## src/rtl/shft_pkg.sv

```systemverilog
// Shared definitions for the sequenced shift datapath.
//  - state_e : controller state encoding (IDLE, SHIFT, DONE)
//  - DIR_LEFT / DIR_RIGHT : values of the direction bit
package shft_pkg;

  typedef enum logic [1:0] {
    IDLE  = 2'd0,
    SHIFT = 2'd1,
    DONE  = 2'd2
  } state_e;

  localparam logic DIR_LEFT  = 1'b1;
  localparam logic DIR_RIGHT = 1'b0;

endpackage

```

## src/rtl/shft_step.sv

```systemverilog
// Combinational single-position shifter.
//  d     in  WIDTH  word to shift
//  dir   in  1      DIR_LEFT / DIR_RIGHT
//  arith in  1      right shift only: replicate MSB instead of zero fill
//  q     out WIDTH  word shifted by one position
module shft_step
  import shft_pkg::*;
#(
  parameter int WIDTH = 8
) (
  input  logic [WIDTH-1:0] d,
  input  logic             dir,
  input  logic             arith,
  output logic [WIDTH-1:0] q
);

  always_comb begin
    if (dir == DIR_LEFT) begin
      q = {d[WIDTH-2:0], 1'b0};
    end else begin
      q = {arith & d[WIDTH-1], d[WIDTH-1:1]};
    end
  end

endmodule

```

## src/rtl/shft_seq_ctrl.sv

```systemverilog
// Sequencing controller for a multi-bit shift built from a 1-bit shift stage.
// Accepts one command over cmd_valid/cmd_ready, steps the working word one
// position per clock, and offers the result over res_valid/res_ready.
//  clk, reset  clock and synchronous active-high reset
//  cmd_valid   in   command present
//  cmd_ready   out  controller idle and able to accept
//  cmd_data    in   word to shift
//  cmd_dir     in   1 = left, 0 = right
//  cmd_amt     in   shift amount; values above WIDTH behave as WIDTH
//  cmd_arith   in   right shift: 1 = sign fill, 0 = zero fill
//  res_valid   out  result available (held until res_ready)
//  res_ready   in   consumer takes the result
//  res_data    out  shifted word, stable while res_valid
//  busy        out  high whenever not IDLE
module shft_seq_ctrl
  import shft_pkg::*;
#(
  parameter int WIDTH = 8,
  parameter int AMT_W = $clog2(WIDTH) + 1
) (
  input  logic             clk,
  input  logic             reset,
  input  logic             cmd_valid,
  output logic             cmd_ready,
  input  logic [WIDTH-1:0] cmd_data,
  input  logic             cmd_dir,
  input  logic [AMT_W-1:0] cmd_amt,
  input  logic             cmd_arith,
  output logic             res_valid,
  input  logic             res_ready,
  output logic [WIDTH-1:0] res_data,
  output logic             busy
);

  localparam logic [AMT_W-1:0] AMT_MAX = AMT_W'(WIDTH);
  localparam logic [AMT_W-1:0] AMT_ONE = AMT_W'(1);

  // Shifting by WIDTH already gives all-fill, so larger amounts are clamped
  // to keep the SHIFT phase bounded at WIDTH cycles.
  function automatic logic [AMT_W-1:0] sat_amt(input logic [AMT_W-1:0] a);
    return (a > AMT_MAX) ? AMT_MAX : a;
  endfunction

  state_e           state_q, state_d;
  logic [AMT_W-1:0] cnt_q, cnt_d;
  logic [WIDTH-1:0] work_q, work_d;
  logic             dir_q, dir_d;
  logic             arith_q, arith_d;
  logic [WIDTH-1:0] res_q, res_d;
  logic [WIDTH-1:0] step_q;
  logic [AMT_W-1:0] amt_eff;

  shft_step #(
    .WIDTH(WIDTH)
  ) u_step (
    .d    (work_q),
    .dir  (dir_q),
    .arith(arith_q),
    .q    (step_q)
  );

  assign amt_eff = sat_amt(cmd_amt);

  always_comb begin
    state_d = state_q;
    cnt_d   = cnt_q;
    work_d  = work_q;
    dir_d   = dir_q;
    arith_d = arith_q;
    res_d   = res_q;
    unique case (state_q)
      IDLE: begin
        if (cmd_valid) begin
          dir_d   = cmd_dir;
          arith_d = cmd_arith;
          if (amt_eff == '0) begin
            res_d   = cmd_data;
            state_d = DONE;
          end else begin
            work_d  = cmd_data;
            cnt_d   = amt_eff;
            state_d = SHIFT;
          end
        end
      end
      SHIFT: begin
        work_d = step_q;
        cnt_d  = cnt_q - AMT_ONE;
        // The last step lands directly in the result register so res_data
        // never shows intermediate words.
        if (cnt_q == AMT_ONE) begin
          res_d   = step_q;
          state_d = DONE;
        end
      end
      DONE: begin
        if (res_ready) begin
          state_d = IDLE;
        end
      end
      default: begin
        state_d = IDLE;
      end
    endcase
  end

  always_ff @(posedge clk) begin
    if (reset) begin
      state_q <= IDLE;
      cnt_q   <= '0;
      res_q   <= '0;
    end else begin
      state_q <= state_d;
      cnt_q   <= cnt_d;
      res_q   <= res_d;
    end
  end

  // Working word and latched command fields are only meaningful in SHIFT,
  // where they are always freshly loaded, so they carry no reset.
  always_ff @(posedge clk) begin
    work_q  <= work_d;
    dir_q   <= dir_d;
    arith_q <= arith_d;
  end

  assign cmd_ready = (state_q == IDLE);
  assign res_valid = (state_q == DONE);
  assign busy      = (state_q != IDLE);
  assign res_data  = res_q;

endmodule

```

## config.mk

```make
export PLATFORM = sky130hd
export DESIGN_NAME = shft_seq_ctrl
export DESIGN_NICKNAME = d
export VERILOG_FILES = /design/src/rtl/shft_pkg.sv /design/src/rtl/shft_step.sv /design/src/rtl/shft_seq_ctrl.sv
export SDC_FILE = /design/constraint.sdc
export NUM_CORES = 1
export LEC_CHECK = 0
export CORE_MARGIN = 5
export CORE_UTILIZATION = 43
export CTS_CLUSTER_DIAMETER = 120
export DETAILED_ROUTE_END_ITERATION = 8
export GPL_ROUTABILITY_DRIVEN = 0
export PLACE_DENSITY = 0.77
export SYNTH_ARGS = -nofsm -noshare
export SYNTH_HDL_FRONTEND = slang
export SYNTH_SLANG_ARGS = --single-unit
```

## constraint.sdc

```tcl
create_clock -name clk -period 1.7 [get_ports clk]
set_input_delay 0.255 -clock clk [delete_from_list [all_inputs] [get_ports clk]]
set_output_delay 0.255 -clock clk [all_outputs]
set_load 0.01 [all_outputs]
```

# After elaboration in Yosys (flattened, before gate mapping)
# Cells that the tools add are included.
word_totals:
  input_bits: 18
  rom_bits: 0
  reg_bits: 24
  mem_count: 0
  mem_bits_rw: 0
  latch_bits: 0
  wordCells: 42
  out_inout_bits: 11
op_classes:
  addsub: 1
  order_cmp: 1
  eq_ne: 8
  reduce_logical: 8
  div_mod_pow: 0
  mux: 17
  shift: 0
  n_mul: 0
  bitwise_logic: 1
ops:
  columns: ["operator", "n"]
  rows:
  - ["$mux W8", 6]
  - ["$pmux W8 S2", 2]
  - ["$mux W4", 3]
  - ["$mux W2", 4]
  - ["$pmux W4 S2", 1]
  - ["$ne A2 B2 Y1 const B", 3]
  - ["$pmux W2 S3", 1]
  - ["$reduce_and A3 Y1", 2]
  - ["$eq A4 B1 Y1 const B", 1]
  - ["$gt A4 B4 Y1 const B", 1]
  - ["$logic_not A4 Y1", 1]
  - ["$ne A2 B1 Y1 const B", 2]
  - ["$reduce_and A4 Y1", 1]
  - ["$reduce_bool A2 Y1", 2]
  - ["$sub A4 B1 Y4 const B", 1]
  - ["$eq A2 B1 Y1 const B", 1]
  - ["$eq A2 B2 Y1 const B", 1]
  - ["$logic_not A2 Y1", 1]
  - ["$reduce_and A2 Y1", 1]
  - ["$and A1 B1 Y1", 1]

# Logic depth before layout (Yosys ltp)
# Gate-level depths: netlist of the first run.
logic_depth:
  depth_word: 6
  ltp_mapped: 6

# Hierarchy
# Synthesis of the first run repeated with hierarchy kept, for this count alone.
unflattened:
  cells_unflattened: 113
  area_unflattened_um2: 1353.8
by_module_without_submodules:
  columns: ["mod", "cells_each", "instances", "seq_area_each_um2", "area_each_um2"]
  rows:
  - ["shft_seq_ctrl", 102, 1, 580.6, 1231.2]
  - ["shft_step", 11, 1, 0.0, 122.6]

# Least setup slack after synthesis of the first run
# OpenSTA, ideal clock, no wires.
synth_timing:
  path_kind: "in2reg"
  startpoint: "in cmd_amt[0]"
  endpoint: "reg res_q[7] (netlist: res_data[7])"
  arrival_ns: 1.591
  slack_ns: 0.014
  stages: 4
  t_required_ns: 1.604
  n_path_buf: 0
  path_cell_list: "or4_4 -> o32ai_4 -> inv_1 -> o41ai_2"
synth_via:
  elab_chain_len: 5
synth_rtl:
  columns: ["element", "line", "text"]
  rows:
  - ["from (decl)", "shft_seq_ctrl.sv:27", "input logic [AMT_W-1:0] cmd_amt,"]
  - ["$gt A4 B4 Y1", "shft_seq_ctrl.sv:41", "return (a > AMT_MAX) ? AMT_MAX : a;"]
  - ["$mux W4 (*)", "shft_seq_ctrl.sv:41", null]
  - ["$logic_not A4 Y1 (*)", "shft_seq_ctrl.sv:76", "if (amt_eff == '0) begin"]
  - ["$ne A2 B1 Y1 (no source line) (*)", null, null]
  - ["$reduce_and A4 Y1 (no source line) (*)", null, null]
  - ["to (signal assigned)", "shft_seq_ctrl.sv:115", "res_q <= res_d;"]
  - ["to (decl)", "shft_seq_ctrl.sv:49", "logic [WIDTH-1:0] res_q, res_d;"]
# Mark *: on every way between the ends. The rest lies on a longest branch, timed or not.
# A chain may end at the register's enable or synchronous reset.

# Final worst setup path of the first run
layout_timing:
  startpoint: "reg state_q[1]"
  endpoint: "out cmd_ready"
layout_via:
  elab_chain_len: 1
layout_rtl:
  columns: ["element", "line", "text"]
  rows:
  - ["from (decl)", "shft_seq_ctrl.sv:44", "state_e state_q, state_d;"]
  - ["from (signal assigned)", "shft_seq_ctrl.sv:113", "state_q <= state_d;"]
  - ["$logic_not A2 Y1", "shft_seq_ctrl.sv:127", "assign cmd_ready = (state_q == IDLE);"]
  - ["to (decl)", "shft_seq_ctrl.sv:24", "output logic cmd_ready,"]
# No other way between the ends.

==> impl_metrics.csv, run 1 <==
group,metric,value,unit
clock_tree,cts.path.max_buffers,2,
logic_synthesis,synth-main-ff-cell,"dfxtp_1",
power_and_ir_drop,swShare,25.5,%
logic_synthesis,synth.distinct_cells,29,
routing,drtIter0Drc,20,
run_status,status,"finished clean",
logic_synthesis,synthXorXnorAreaFrac,0,%
cells_and_area,area_growth,43.1,%
global_routing,grt_pass1_wl,4850,um
power_and_ir_drop,leakage,0.648,nW
timing,fmax,0.616,GHz
critical_path,cp-start-kind,"flip-flop",
timing,setup_violations,0,
logic_synthesis,yosys.area.top_type,"edfxtp_1",
global_routing,grt_busiest_layer,"met2",
timing,rsz0062_at_grt,"no",
logic_synthesis,synth_edf_count,10,
routing,dr_total_vias,948,
timing,final-hold-violation-count,0,
global_routing,overflow,0,
clock_tree,cts.clk_slew.worst_paths,140,ps
logic_synthesis,synthTopCellsByCount,"dfxtp_1, mux2_2, edfxtp_1, nor2_1, nand2_1",
logic_synthesis,synth-simple-area-share,16.5,%
cells_and_area,drive_gt1_share,31.8,%
floorplan,die_area,0.00387,mm2
floorplan,chipWidth,62.2,um
critical_path,worstPathRequired,1440,ps
logic_synthesis,yosysTopAreaCellShare,25.6,%
critical_path,rrSetupSlack,120,ps
global_routing,use_met2,25.5,%
clock_tree,cts_inserted_buffers,3,
global_routing,grt_max_degree,15,
timing,clock_skew,6.50,ps
worst_hold_path,hold_path_end,"cnt_q[2]",
clock_tree,cts_tree,"yes",
floorplan,die_h,62.2,um
power_and_ir_drop,cellPowerDensity,878,mW/mm2
logic_synthesis,syn_avg_cell_area,10.9,um2
critical_path,critical_path_peak_fanout,9,
logic_synthesis,ys_seq_area_share,49.6,%
power_and_ir_drop,vdd_drop_max,508,uV
cells_and_area,antenna_cells,0,
logic_synthesis,synth_area_leaders,"edfxtp_1, dfxtp_1, mux2_2",
routing,firstDrtPassIters,4,
clock_tree,cts_root_buf,"clkbuf_4",
floorplan,start_util,43.6,%
logic_synthesis,async_flop_share,0,%
logic_synthesis,yosysWarningCount,0,
critical_path,cp-end-kind,"primary output",
clock_tree,htree_levels,1,
critical_path,r2r_end,"res_data[1]",
timing,slew_viol_final,0,
critical_path,critPathKind,"reg2out",
routing,vias_per_cell,5.21,
timing,relSlewSlack,70.5,%
critical_path,r2r_start,"cnt_q[1]",
global_routing,antenna_found_initial,0,
global_routing,grt_util_all_layers,15.6,%
logic_synthesis,ys_seq_elements,24,
critical_path,r2r_cells,7,
logic_synthesis,syn_area,0.00117,mm2
place,hpwl,2120,um
global_routing,met1_usage,19.1,%
logic_synthesis,syn_inst,107,
worst_hold_path,whs_path_depth,3,
routing,wirelength,2860,um
power_and_ir_drop,power.total,1.47,mW
routing,drc,0,
timing,tightest_slew,441,ps
power_and_ir_drop,power.share.sequential,47.9,%
power_and_ir_drop,combPwrFrac,23.2,%
power_and_ir_drop,pwr-share-clk,28.9,%
logic_synthesis,yosysMostFrequentCell,"dfxtp_1",
floorplan,num_rows,19,
logic_synthesis,synth_mux_area_share,16.7,%
logic_synthesis,syn_nets,127,
logic_synthesis,synth_fa_ha_area_share,2.14,%
floorplan,num_io_pins,29,
timing,setup_tns,0,ps
routing,wl_per_cell,15.7,um
power_and_ir_drop,switchingPower,0.375,mW
worst_hold_path,holdCritStartpoint,"cmd_amt[2]",
clock_tree,cts_sinks,24,
cells_and_area,finalNetCount,172,
logic_synthesis,synth_top_family_by_area,"multiplexers",
timing,finalCritPeriodShare,95.5,%
routing,postRouteAntennaNets,0,
clock_tree,clk_latency,330,ps
global_routing,use_met3,3.60,%
job,cap_violations,0,
cells_and_area,fillers,207,
worst_hold_path,min_path_type,"in2reg",
floorplan,core-area,0.00269,mm2
timing,fin_crit,1620,ps
logic_synthesis,synth-compound-area-share,11.5,%
global_routing,grt_pass1_vias,1034,
critical_path,cp.arrival,1370,ps
place,port_buffers,28,
power_and_ir_drop,internal_power,1.10,mW
## power by group through the flow
stage	Clock [mW]	Sequential, mW	Combinational [mW]
global route	0.451	0.714	0.370
floorplan	0	0.701	0.187
detailed placement	0	0.714	0.333
global placement	0	0.711	0.322
CTS	0.427	0.703	0.346
finish	0.426	0.705	0.341
## final cells by class
type                    count  area (um2)  area share, %
flip-flops and latches     24         588           35.1
multi-input cells          72         571           34.1
repair buffers             44         399           23.8
well taps                  31        38.8           2.32
clock inverters             1        30.0           1.79
inverters                   7        26.3           1.57
clock buffers               3        22.5           1.34
## how the worst max path moves through the flow
stage,startpoint,to,slack [ps],cells after the start
floorplan,cmd_amt[0],res_data[7],10,4
global placement,cmd_amt[0],work_q[3],-350,5
detailed placement,cmd_amt[0],res_data[1],-410,6
CTS,cnt_q[1],res_data[7],3,8
global route,state_q[1],cmd_ready,10,3
finish,state_q[1],cmd_ready,80,3
## cell usage in the layout (no fill, tap or decap), types with 2 or more instances in the layout
cell type        instances
or3b_4                   2
a21oi_1                  5
nor2_1                  10
mux2i_1                  6
clkdlybuf4s50_1         21
clkbuf_4                 3
or2_2                    3
nor2b_1                  2
dfxtp_2                  3
inv_1                    5
nand3_1                  3
buf_6                    2
edfxtp_1                10
inv_2                    2
a211oi_1                 2
dlygate4sd2_1            7
mux2_2                  12
nand2_1                  8
a31oi_1                  3
buf_4                   14
nand2b_1                 3
dfxtp_1                 10
## per-stage QoR
stage	instances	worst slack [ps]	hold WS (ps)	utilization (%)	cell area [um2]
floorplan	107	13.8	324	-	1170
global placement	175	-354	479	59.0	1580
detailed placement	175	-409	489	59.0	1580
CTS	183	3.19	360	63.2	1700
global route	182	11.4	345	62.4	1680
finish	182	76.1	364	62.4	1680
## metal layers
layer	routed length, um	vias to the layer above
met1	1230	438
met3	139	9
met2	1400	31
met4	82	0
li1	-	470
met5	0	-
## sequential cells by signal, indices dropped and copies added, names as in the netlist
signal / cells
arith_q: 1
dir_q: 1
cnt_q: 4
state_q: 2
work_q: 8
res_data: 8
## kinds of logic after synthesis
kind of cell	after synthesis
fa+ha+maj	2
buf+inv	11
compound gates	16
mux	18
simple gates	36
flops	24
## timing repair
action	in CTS	in global routing
pin swaps	1	5
gates cloned	1	0
hold endpoints to repair	0	0
resized for setup	18	4
buffers inserted	3	1
endpoints found under the setup margin	18	8
hold buffers	0	0
## worst max-delay path: stages (launching register included)
cell and delay, ps:
dfxtp_4 390, or2_2 330, inv_1 60, dlygate4sd2_1 260
Power figures use the tool's default switching activity.
==> inputs of run 2 (changes only) <==
- SLEW_MARGIN: not set -> 20
==> results of run 2 <==
No change in the layout: final DEF, timing and power equal those of run 1.
